$ cat config.mk
export PLATFORM = sky130hd
export DESIGN_NAME = dram_req_arbiter
export DESIGN_NICKNAME = d
export VERILOG_FILES = /design/src/rtl/dram_req_arbiter.sv
export SDC_FILE = /design/constraint.sdc
export NUM_CORES = 1
export LEC_CHECK = 0
export BUFFER_PORTS_ARGS = -buffer_cell sky130_fd_sc_hd__buf_4
export CAP_MARGIN = 15
export CORE_MARGIN = 5
export CORE_UTILIZATION = 45
export CTS_BUF_LIST = sky130_fd_sc_hd__clkbuf_8
export CTS_CLUSTER_SIZE = 28
export DETAILED_ROUTE_END_ITERATION = 8
export PLACE_DENSITY_LB_ADDON = 0.3
export SLEW_MARGIN = 10
export SYNTH_ARGS = -nofsm -noshare
export SYNTH_HDL_FRONTEND = slang
export SYNTH_SLANG_ARGS = --single-unit
export TNS_END_PERCENT = 20
$ cat constraint.sdc
create_clock -name clk -period 3.7 [get_ports clk]
set_clock_uncertainty 0.1 [all_clocks]
set_input_delay 0.185 -clock clk [delete_from_list [all_inputs] [get_ports clk]]
set_output_delay 0.185 -clock clk [all_outputs]
set_load 0.02 [all_outputs]
$ cat src/rtl/dram_req_arbiter.sv
// Round-robin DRAM request arbiter with periodic refresh insertion in front of a controller FSM.
// Optional row-hit priority is enabled by defining DRAM_ARB_ROW_HIT_EN.
module dram_req_arbiter #(
    parameter int NUM_REQ          = 4,
    parameter int NUM_OF_BANKS     = 8,
    parameter int NUMBER_OF_ROWS   = 128,
    parameter int NUMBER_OF_COLS   = 8,
    parameter int REFRESH_INTERVAL = 64,
    localparam int BW = $clog2(NUM_OF_BANKS),
    localparam int RW = $clog2(NUMBER_OF_ROWS),
    localparam int CW = $clog2(NUMBER_OF_COLS),
    localparam int IW = $clog2(NUM_REQ)
) (
    input  logic                  clk,
    input  logic                  rst,
    input  logic [NUM_REQ-1:0]    req_valid,
    input  logic [NUM_REQ-1:0]    req_we,
    input  logic [NUM_REQ*BW-1:0] req_bank,
    input  logic [NUM_REQ*RW-1:0] req_row,
    input  logic [NUM_REQ*CW-1:0] req_col,
    output logic [NUM_REQ-1:0]    req_ready,
    output logic                  ctrl_valid,
    output logic                  ctrl_we,
    output logic [BW-1:0]         ctrl_bank_id,
    output logic [RW-1:0]         ctrl_row_id,
    output logic [CW-1:0]         ctrl_col_id,
    input  logic                  ctrl_ready,
    input  logic                  ctrl_done,
    output logic                  refresh_flag,
    output logic [IW-1:0]         grant_id,
    output logic                  refresh_missed
);
    localparam int CNTW = $clog2(REFRESH_INTERVAL);

    // Handshake: a requester holds req_valid and its address until the one-cycle
    // req_ready pulse; the command is offered with ctrl_valid until ctrl_ready.
    typedef enum logic [1:0] {IDLE, ISSUE, WAIT_DONE, REFRESH} state_t;

    state_t          state, state_nxt;
    logic [IW-1:0]   rr_ptr;
    logic [CNTW-1:0] ref_cnt;
    logic            refresh_pending;
    logic            ref_wrap, ref_clear;
    logic            any_valid, accept;
    logic            rr_found;
    logic [IW-1:0]   rr_win, rr_idx, win;

    assign any_valid = |req_valid;
    assign accept    = (state == IDLE) && !refresh_pending && any_valid && !rst;

    always_comb begin
        rr_found = 1'b0;
        rr_win   = '0;
        rr_idx   = '0;
        for (int k = 0; k < NUM_REQ; k++) begin
            rr_idx = IW'((int'(rr_ptr) + k) % NUM_REQ);
            if (!rr_found && req_valid[rr_idx]) begin
                rr_found = 1'b1;
                rr_win   = rr_idx;
            end
        end
    end

`ifdef DRAM_ARB_ROW_HIT_EN
    logic          last_vld;
    logic [2:0]    hit_run;
    logic          hit_found, use_hit;
    logic [IW-1:0] hit_win;

    always_comb begin
        hit_found = 1'b0;
        hit_win   = '0;
        for (int i = 0; i < NUM_REQ; i++) begin
            if (!hit_found && last_vld && req_valid[i] &&
                req_bank[i*BW +: BW] == ctrl_bank_id &&
                req_row[i*RW +: RW] == ctrl_row_id) begin
                hit_found = 1'b1;
                hit_win   = IW'(i);
            end
        end
    end

    // A run of four row-hit grants forces the next grant back to round-robin.
    assign use_hit = hit_found && (hit_run != 3'd4);
    assign win     = use_hit ? hit_win : rr_win;

    always_ff @(posedge clk or posedge rst) begin
        if (rst) begin
            last_vld <= 1'b0;
            hit_run  <= '0;
        end else if (accept) begin
            last_vld <= 1'b1;
            hit_run  <= use_hit ? hit_run + 3'd1 : 3'd0;
        end
    end
`else
    assign win = rr_win;
`endif

    always_comb begin
        req_ready = '0;
        if (accept) req_ready[win] = 1'b1;
    end

    always_comb begin
        state_nxt = state;
        case (state)
            IDLE: begin
                if (refresh_pending) state_nxt = REFRESH;
                else if (any_valid)  state_nxt = ISSUE;
            end
            ISSUE:     if (ctrl_ready) state_nxt = WAIT_DONE;
            WAIT_DONE: if (ctrl_done)  state_nxt = IDLE;
            REFRESH:   if (ctrl_done)  state_nxt = IDLE;
            default:   state_nxt = IDLE;
        endcase
    end

    assign ctrl_valid   = (state == ISSUE);
    assign refresh_flag = (state == REFRESH);

    always_ff @(posedge clk or posedge rst) begin
        if (rst) begin
            state        <= IDLE;
            rr_ptr       <= '0;
            grant_id     <= '0;
            ctrl_we      <= 1'b0;
            ctrl_bank_id <= '0;
            ctrl_row_id  <= '0;
            ctrl_col_id  <= '0;
        end else begin
            state <= state_nxt;
            if (accept) begin
                grant_id     <= win;
                rr_ptr       <= IW'((int'(win) + 1) % NUM_REQ);
                ctrl_we      <= req_we[win];
                ctrl_bank_id <= req_bank[int'(win)*BW +: BW];
                ctrl_row_id  <= req_row[int'(win)*RW +: RW];
                ctrl_col_id  <= req_col[int'(win)*CW +: CW];
            end
        end
    end

    // A wrap coinciding with the refresh completion re-arms pending rather than losing it.
    assign ref_wrap  = (ref_cnt == CNTW'(REFRESH_INTERVAL - 1));
    assign ref_clear = (state == REFRESH) && ctrl_done;

    always_ff @(posedge clk or posedge rst) begin
        if (rst) begin
            ref_cnt         <= '0;
            refresh_pending <= 1'b0;
            refresh_missed  <= 1'b0;
        end else begin
            ref_cnt <= ref_wrap ? '0 : ref_cnt + CNTW'(1);
            if (ref_wrap)       refresh_pending <= 1'b1;
            else if (ref_clear) refresh_pending <= 1'b0;
            if (ref_wrap && refresh_pending && !ref_clear) refresh_missed <= 1'b1;
        end
    end
endmodule
==> run summary <==
Synth Register Bits: 28
P_leak: 1.175 nW
post-route ant nets: 0
Area Overhead vs Synth: 44.64%
worst r2r path cells: 5
H-tree Lvls: 1
Peak VDD IR: 272.7 uV
Cell Area, Synth: 0.001715 sq mm
Final Cell Area: 0.002481 sq mm
CTS buffer count: 3
clock slew seen by the registers of the worst setup and hold paths: 90 ps
f_max: 426.4 MHz
Critical Path End Type: output pin
Async S/R FF share, synth: 100.0%
FF-to-FF setup slack: 1630 ps
Post-DP HPWL: 3594 microns
Resized cells post-CTS: 0
Post-DP Area: 0.002362 sq mm
Tot GR Track Use: 18.98%
Rel. slew slack: 64.52%
setup violators final: 0
Worst setup SP type: input port
ANT cells: 0
Pwr Density: 632.9 mW/mm^2
vias in the first global route: 1702
Sequential Power Share: 31.9%
share of layout cells above drive strength 1: 41.73%
status: finished, final reports clean
EDFF count, synth: 0
Reg2Reg Launch Point: state[0]$_DFFE_PP0P_
maxcap violations: 0
via count: 1632
area leader, netlist: dfrtp_1
GRT overflow: 0
Worst Setup SP: rst
Initial DRT Pass Iterations: 4
CP endpoint: req_ready[2]
Sw Ratio: 40.62%
share of the synthesized area in the top cell type: 40.85%
total power: 1.570 mW
syn avg cell area: 10.09 sq um
nets: 320
CTS Root Cell: clkbuf_8
Main synth FF type: dfrtp_1
unrepaired setup endpoints after global routing: false
Fin Setup TNS: 0 ps
Mapped Cells: 170
Comb power frac: 52.5%
top-count cell post-synth: dfrtp_1
initial drt markers: 53
sw power: 0.6379 mW
Clk Latency, worst-skew pair: 280 ps
Die W: 71.74 microns
CTS sink cnt: 28
FF-to-FF End: ctrl_col_id[2]$_DFFE_PP0P_
synth warn: 0
clock power share: 15.6%
Worst Max-Slew Pin Slew: 532.1 ps
Placed Cells: 295
critical path type: in2out
max-slew violations: 0
Int Power: 0.9324 mW
Seq/Total Area, Yosys: 40.85%
CTS tree: yes
die area: 0.005147 sq mm
pin count of the biggest net entering global routing: 29
Synthesized Nets: 235
starting density of the core: 46.51%
Ports: 87
Die H: 71.74 microns
FP Rows: 22
CP Max Fanout: 24
DR vias/cell: 5.404
final hold violation count: 0
Port Buf Inserts: 86
number of distinct library cells after synthesis: 34
Final Wtd Congestion: 0.8015
minimum hold slack: 90.62 ps
top area cells in the synthesized netlist: dfrtp_1 41%, mux2i_1 8.8%, a211oi_2 7.3%
Tmin final: 2345 ps
Max Buffers Root-to-Sink: 2
Layout Cells excl Fill: 302
DRC Markers: 0
fillcell total: 322
first-pass GRT wire length: 7748 microns
Final period util: 63.38%
worst min path class: in2reg
Routed WL: 4913 microns
Arr. time, crit path: 2060 ps
most frequent cells after synthesis: 28 x dfrtp_1, 20 x nor2_1, 16 x and2_1
initial antenna violation count: 0
post-DR wirelength/cell: 16.27 microns
WP data required: 3410 ps
core area: 0.003689 sq mm
## power by group through the flow
stage               registers (mW)  logic, mW  clock network, mW
floorplan                    0.599      0.441                  0
global placement             0.505      0.808                  0
detailed placement           0.506      0.825                  0
CTS                          0.502      0.827              0.248
global route                 0.515      0.900              0.260
finish                       0.501      0.824              0.245
## per-stage QoR
stage	setup WS [ps]	utilization, %
3_3_place_gp	1665	64.04
5_1_grt	1165	67.27
2_1_floorplan	1830	-
4_1_cts	1370	66.25
6_report	1355	67.27
3_5_place_dp	1616	64.04
## logic make-up (layout without fill, tap and decap cells)
group / Yosys count / count (layout) / share of synthesized area [%]
AO/OA/AOI/OAI: 45 / 45 / 23.34
XOR/XNOR: 4 / 4 / 2.043
adder cells (fa/ha/maj): 1 / 1 / 0.7293
buffers and inverters: 15 / 99 / 5.178
flip-flops: 28 / 28 / 40.85
multiplexers: 16 / 16 / 9.409
AND/OR/NAND/NOR: 61 / 61 / 18.45
## placed cells by master (no fill, tap or decap), drive strengths merged, types with 2 or more instances in the layout
cell | netlist | layout
a211oi | 15 | 15
a21oi | 5 | 5
a221oi | 14 | 14
and2 | 18 | 18
and3 | 5 | 5
buf | 6 | 89
clkbuf | 5 | 3
dfrtp | 28 | 28
dlygate4sd3 | 0 | 2
inv | 4 | 3
mux2i | 15 | 15
nand2 | 6 | 6
nand3 | 6 | 6
nor2 | 20 | 20
nor2b | 2 | 2
o21a | 2 | 2
o21ai | 4 | 4
xnor2 | 2 | 2
xor2 | 2 | 2
## critical path: stages
cell           delay, ps
dlygate4sd3_1        550
buf_4                140
nor4_1               190
and2_4               370
o221ai_4             290
nor2_1               170
buf_4                160
## flip-flops by register name, indices dropped and copies added (netlist names)
| name | cells |
|---|---|
| ctrl_row_id | 7 |
| ctrl_bank_id | 3 |
| rr_ptr | 2 |
| refresh_pending | 1 |
| ctrl_we | 1 |
| state | 2 |
| ref_cnt | 6 |
| ctrl_col_id | 3 |
| refresh_missed | 1 |
| grant_id | 2 |
## routing by layer
metal  global-route usage [%]  up-vias  share of wire, %
li1                         -      795                 -
met1                    23.87      766                39
met2                    32.55       62                52
met3                    4.067        9               7.3
met4                    5.637        0               1.5
met5                        0        -                 0
## worst min-delay path by stage
stage | start | to | depth (start not counted)
floorplan | rst | ctrl_bank_id[0]$_DFFE_PP0P_ | 1
global placement | ctrl_done | state[1]$_DFFE_PP0P_ | 2
detailed placement | ctrl_done | state[1]$_DFFE_PP0P_ | 2
CTS | ctrl_ready | state[1]$_DFFE_PP0P_ | 3
global route | ctrl_ready | state[1]$_DFFE_PP0P_ | 3
finish | ctrl_ready | state[1]$_DFFE_PP0P_ | 3
## final cells by class
| cell class | instances | area, sq um | share of cell area [%] |
|---|---|---|---|
| clock inverter | 1 | 30.03 | 1.210 |
| timing repair buffer | 91 | 708.2 | 28.54 |
| inverter | 4 | 15.01 | 0.6051 |
| clock buffer | 3 | 41.29 | 1.664 |
| multi-input combinational | 127 | 925.9 | 37.32 |
| sequential | 28 | 700.7 | 28.24 |
| tap | 48 | 60.06 | 2.421 |
## what timing repair did
item | CTS | global route
hold buffers | 1 | 1
setup buffers | 0 | 0
endpoints found under the hold margin | 1 | 9
Note: power is estimated with default switching activity, not from simulation.
